--- config.mk ---
export PLATFORM = sky130hd
export DESIGN_NAME = icache_line_fetch
export DESIGN_NICKNAME = d
export VERILOG_FILES = /design/src/rtl/icache_line_fetch.sv
export SDC_FILE = /design/constraint.sdc
export NUM_CORES = 1
export LEC_CHECK = 0
export CAP_MARGIN = 15
export CORE_UTILIZATION = 40
export CTS_BUF_LIST = sky130_fd_sc_hd__clkbuf_8
export DETAILED_ROUTE_END_ITERATION = 8
export PLACE_DENSITY = 0.81
export SLEW_MARGIN = 20
export SYNTH_ARGS = -nofsm -noshare
export SYNTH_HDL_FRONTEND = slang
export SYNTH_SLANG_ARGS = --single-unit
export TNS_END_PERCENT = 20
--- constraint.sdc ---
create_clock -name clk -period 1.7 [get_ports clk]
set_input_delay 0.51 -clock clk [delete_from_list [all_inputs] [get_ports clk]]
set_output_delay 0.51 -clock clk [all_outputs]
set_load 0.02 [all_outputs]
--- src/rtl/icache_line_fetch.sv ---
// icache_line_fetch: pops one fetch request and fills the whole cache line
// with single-word reads, critical word first, wrapping inside the line.
module icache_line_fetch #(
    parameter int DATABITS     = 32,
    parameter int ADDRBITS     = 32,
    parameter int LINEWORDBITS = 2
) (
    input  logic                clk,
    input  logic                reset_n,
    input  logic                queue_not_empty,
    input  logic [ADDRBITS-1:0] queue_out_addr,
    input  logic [1:0]          queue_out_wordlen,
    output logic                queue_pop,
    output logic [ADDRBITS-1:0] mem_addr,
    output logic                mem_rdreq,
    input  logic                mem_ack,
    input  logic                mem_rdvalid,
    input  logic [DATABITS-1:0] mem_rddata,
    output logic                fill_we,
    output logic [ADDRBITS-1:0] fill_addr,
    output logic [DATABITS-1:0] fill_data,
    output logic [1:0]          fill_wordlen,
    output logic                fill_done,
    output logic                busy
);

    localparam int OFFBITS = LINEWORDBITS + 2;

    localparam logic [1:0] S_IDLE = 2'd0;
    localparam logic [1:0] S_REQ  = 2'd1;
    localparam logic [1:0] S_WAIT = 2'd2;
    localparam logic [1:0] S_DONE = 2'd3;

    logic [1:0]              r_state;
    logic [ADDRBITS-1:0]     r_base;
    logic [LINEWORDBITS-1:0] r_start;
    logic [LINEWORDBITS-1:0] r_cnt;
    logic [1:0]              r_wordlen;
    logic                    r_fill_we;
    logic [ADDRBITS-1:0]     r_fill_addr;
    logic [DATABITS-1:0]     r_fill_data;
    logic                    r_fill_done;

    logic [LINEWORDBITS-1:0] w_idx;
    logic [ADDRBITS-1:0]     w_word_addr;
    logic [ADDRBITS-1:0]     w_head_base;
    logic                    w_word_done;
    logic                    w_last;
    logic [1:0]              w_after_word;
    logic                    w_unused;

    // Word index wraps within the line; the base is never advanced.
    assign w_idx       = r_start + r_cnt;
    assign w_head_base = {queue_out_addr[ADDRBITS-1:OFFBITS], {OFFBITS{1'b0}}};
    assign w_last      = &r_cnt;
    assign w_after_word = w_last ? S_DONE : S_REQ;
    assign w_word_done = mem_rdvalid &
                         ((r_state == S_WAIT) |
                          ((r_state == S_REQ) & mem_ack));
    assign w_unused    = ^queue_out_addr[1:0];

    // Splice the wrapped word index into the line base.
    always_comb begin
        w_word_addr = r_base;
        w_word_addr[OFFBITS-1:2] = w_idx;
    end

    // Pop is the only output that looks at inputs; it is masked in reset.
    assign queue_pop    = reset_n & (r_state == S_IDLE) & queue_not_empty;
    assign mem_rdreq    = (r_state == S_REQ);
    assign mem_addr     = w_word_addr;
    assign busy         = (r_state != S_IDLE);
    assign fill_we      = r_fill_we;
    assign fill_addr    = r_fill_addr;
    assign fill_data    = r_fill_data;
    assign fill_wordlen = r_wordlen;
    assign fill_done    = r_fill_done;

    // Line-fill sequencer: accept a request, issue reads, then signal done.
    always_ff @(posedge clk or negedge reset_n) begin
        if (!reset_n) begin
            r_state     <= S_IDLE;
            r_base      <= '0;
            r_start     <= '0;
            r_cnt       <= '0;
            r_wordlen   <= '0;
            r_fill_done <= 1'b0;
        end else begin
            r_fill_done <= 1'b0;
            case (r_state)
                S_IDLE: begin
                    if (queue_not_empty) begin
                        r_base    <= w_head_base;
                        r_start   <= queue_out_addr[OFFBITS-1:2];
                        r_wordlen <= queue_out_wordlen;
                        r_cnt     <= '0;
                        r_state   <= S_REQ;
                    end
                end
                S_REQ: begin
                    if (mem_ack) begin
                        r_state <= mem_rdvalid ? w_after_word : S_WAIT;
                    end
                end
                S_WAIT: begin
                    if (mem_rdvalid) begin
                        r_state <= w_after_word;
                    end
                end
                default: begin
                    if (r_fill_done) begin
                        r_state <= S_IDLE;
                    end else begin
                        r_fill_done <= 1'b1;
                    end
                end
            endcase
            if (w_word_done) begin
                r_cnt <= r_cnt + LINEWORDBITS'(1);
            end
        end
    end

    // Fill port: one registered write per returned word.
    always_ff @(posedge clk or negedge reset_n) begin
        if (!reset_n) begin
            r_fill_we   <= 1'b0;
            r_fill_addr <= '0;
            r_fill_data <= '0;
        end else begin
            r_fill_we <= w_word_done;
            if (w_word_done) begin
                r_fill_addr <= w_word_addr;
                r_fill_data <= mem_rddata;
            end
        end
    end

endmodule

==> run_results.csv, run 1 <==
group,metric,value,unit
global_route,antenna_found_initial,1,
global_route,grt_pass1_vias,2843,
yosys,netlist_instances,238,
yosys,yosysWarnings,0,
global_route,grt_start_max_net_pins,62,
sta,fmax,516,MHz
global_route,grt_busiest_layer,"met2",
power,power_density,1990,nW/um^2
power,power.internal,7.91,mW
final_layout,drive_gt1_frac,0.343,
setup_path,cp_max_fo,2,
sta,whs,0.336,ns
die,ios,174,
cts,cts_buffer_depth,2,
worst_hold_path,min_path_type,"primary input to asynchronous set/reset pin",
cts,cts_buffers,9,
power,sw_frac_of_total,0.371,
placed_design,dp.cells,540,
setup_path,crit_path_start_kind,"flip-flop",
final_layout,multi_input_area,1550,sq um
power,p_leak,3.11,nW
cts,hold_buffers,0,
routing,vias_per_cell,4.65,
routing,postRouteAntennaNets,0,
setup_path,max_stage_delay,0.43,ns
routing,drt_wl_total,9360,um
power,power_frac_clock,0.113,
cts,cts.htree.levels,3,
sta,rsz0062_at_grt,"true",
flow_run,cap_violations,0,
setup_path,critical_path.cell_chain,"ha_4, xnor2_2, xnor2_1, buf_4",
placed_design,place_area,5960,sq um
global_route,grt.overflow.total,0,
die,dieHeight,104,um
setup_path,cp.required,1.19,ns
final_layout,final_nets,502,
cts,cts-root-buf,"clkbuf_8",
final_layout,stdcell_count,566,
routing,vias,2633,
yosys,netlist_area,4130,sq um
sta,fin_tns_setup,-1.18,ns
setup_path,cp_data_arrival_time,1.43,ns
routing,drc,0,
sta,fin_crit_sh,1.14,
placed_design,pre_cts_ws,-0.778,ns
placed_design,gp_congestion,0.722,
sta,post-route-min-period,1.94,ns
cts,clock_latency,0.35,ns
sta,finClkSkew,0.0140,ns
routing,first_pass_iters,4,
placed_design,port_buffers,167,
final_layout,num-fill-cells,813,
global_route,grt_use_total,0.175,
power,comb_power_share,0.541,
yosys,ys_ff_latch,100,
global_route,grt_pass1_wl,14900,um
die,num_rows,36,
routing,wl_per_cell,16.5,um
final_layout,syn_to_final_growth,53.0,%
die,coreArea,9910,sq um
global_route,use_met3,0.0497,
power,seqPwrFrac,0.346,
cts,cts.clk_slew.worst_paths,0.10,ns
sta,slew_violations,0,
cts,cts_tree,"yes",
die,initial_core_util,0.417,
outcome,violations,"negative setup slack",
routing,drt_iter0_markers,38,
sta,finalSetupViolations,37,
sta,slew_headroom,0.479,
global_route,use_met2,0.301,
die,die_area,10700,sq um
setup_path,slowest_stage,"dfrtp_1",
global_route,gr-usage-met1,0.218,
power,ir_worst_vdd,0.868,mV
yosys,avgSynthCellArea,17.4,sq um
setup_path,cp-end-kind,"primary output",
final_layout,design_area,6320,sq um
die,dieWidth,104,um
yosys,yosysSeqAreaShare,0.606,
setup_path,crit_family,"flip-flops",
outcome,status,"complete, but fails checks",
sta,worstMarginPinSlew,0.781,ns
final_layout,seq_area,2500,sq um
setup_path,crit_type,"flip-flop to primary output",
yosys,synthDistinctLibCells,25,
placed_design,dp_hpwl,6300,um
setup_path,crit_buf_inv,1,
power,p_sw,4.68,mW
cts,clock_sinks,100,
sta,finalHoldViolations,0,
sta,layout_setup_ws,-0.238,ns
## worst paths after layout
kind | startpoint | endpoint | slack, ns | cells after the start
max in group asynchronous | reset_n | r_base[9] | 0.35 | 3
worst max-delay path | r_cnt[0] | mem_addr[3] | -0.24 | 4
worst min-delay path | reset_n | fill_addr[3] | 0.34 | 2
min in group clk | fill_done | fill_done | 0.50 | 1
worst max register to register | r_state[0] | fill_data[4] | -0.04 | 6
worst min register to register | fill_done | fill_done | 0.50 | 1
## flip-flops by register name, indices dropped and copies added, names as in the netlist
register,flops
fill_addr,30
r_state,2
fill_done,1
r_cnt,2
fill_wordlen,2
r_base,28
fill_we,1
r_start,2
fill_data,32
## cell usage in the layout, fill, tap and decap left out, types with 2 or more instances in the layout
master / count
dlygate4sd2_1: 96
nand2b_1: 2
nand2_1: 2
mux2i_1: 2
mux2_4: 63
buf_16: 2
buf_12: 3
dfrtp_1: 100
nor2b_1: 2
conb_1: 4
clkinvlp_4: 3
buf_4: 14
buf_6: 8
clkbuf_8: 9
clkdlybuf4s50_1: 65
clkbuf_16: 4
mux2_2: 32
inv_1: 3
## cell families after synthesis
group                    Yosys count  share of synthesized area
flip-flops                       100                      0.606
AO/OA/AOI/OAI                      5                    0.00879
multiplexers                      97                      0.309
XOR/XNOR                           2                    0.00424
AND/OR/NAND/NOR                   13                     0.0206
other                              1                   0.000908
adder cells (fa/ha/maj)            2                    0.00606
buffers and inverters             18                     0.0442
## Yosys cell counts
cell type,n,area (sq um)
nor3_1,1,5.00
nor2_1,2,7.51
o21ai_2,1,8.76
a31oi_1,1,6.26
xnor2_1,2,17.5
mux2_2,45,507
buf_2,3,15.0
buf_6,1,11.3
nor3b_4,1,18.8
mux2_4,50,751
o21ai_0,1,5.00
ha_1,2,25.0
nor2b_1,3,18.8
o21bai_1,1,7.51
inv_1,3,11.3
and2_1,1,6.26
buf_4,6,45.0
nand2_1,2,7.51
buf_12,5,100
conb_1,1,3.75
nand2b_1,2,12.5
dfrtp_1,100,2500
and3b_1,1,8.76
a221oi_1,1,8.76
mux2i_1,2,20.0
## worst register-to-register path, delay by kind of cell, from the launching register on
kind | cells | cell delay, ns
flip-flops | 1 | 0.41
multiplexers | 1 | 0.32
AO/OA/AOI/OAI | 1 | 0.16
buffers and inverters | 3 | 0.54
AND/OR/NAND/NOR | 1 | 0.21
## cell type report
type                            count  share of cell area
Sequential cell                   100               0.396
Timing Repair Buffer              192               0.301
Multi-Input combinational cell    123               0.245
Tap cell                          133              0.0263
Clock buffer                        9              0.0196
Clock inverter                      5             0.00891
Inverter                            3             0.00257
Antenna cell                        1            0.000396
## what timing repair did
action | CTS | global route
resized for setup | 145 | 15
setup buffers | 3 | 5
cloned | 0 | 4
endpoints found under the setup margin | 194 | 68
pin swaps | 5 | 6
## power by group through the flow
stage          Sequential, mW  Clock (mW)  Combinational, mW
3_5_place_dp             4.40           0               7.04
3_3_place_gp             4.33           0               6.91
5_1_grt                  4.55        1.56               7.18
6_report                 4.36        1.42               6.81
4_1_cts                  4.34        1.47               6.49
2_1_floorplan            5.71           0               2.58
## per-stage QoR
step           total power, mW   util
2_1_floorplan             8.29      -
3_3_place_gp              11.2  0.601
3_5_place_dp              11.4  0.601
4_1_cts                   12.3  0.616
5_1_grt                   13.3  0.638
6_report                  12.6  0.638
## routing by layer
| layer | vias up | wire length, um | part of all wire |
|---|---|---|---|
| met3 | 6 | 602 | 0.064 |
| met5 | - | 0 | 0 |
| li1 | 1202 | - | - |
| met1 | 1327 | 4040 | 0.43 |
| met4 | 0 | 53 | 0.0057 |
| met2 | 98 | 4670 | 0.50 |
(Power assumes the default switching activity.)
==> run 2: changes to the inputs <==
- CTS_CLUSTER_DIAMETER: default -> 60
==> results of run 2 <==
Final layout, timing and power as in run 1 (identical DEF).
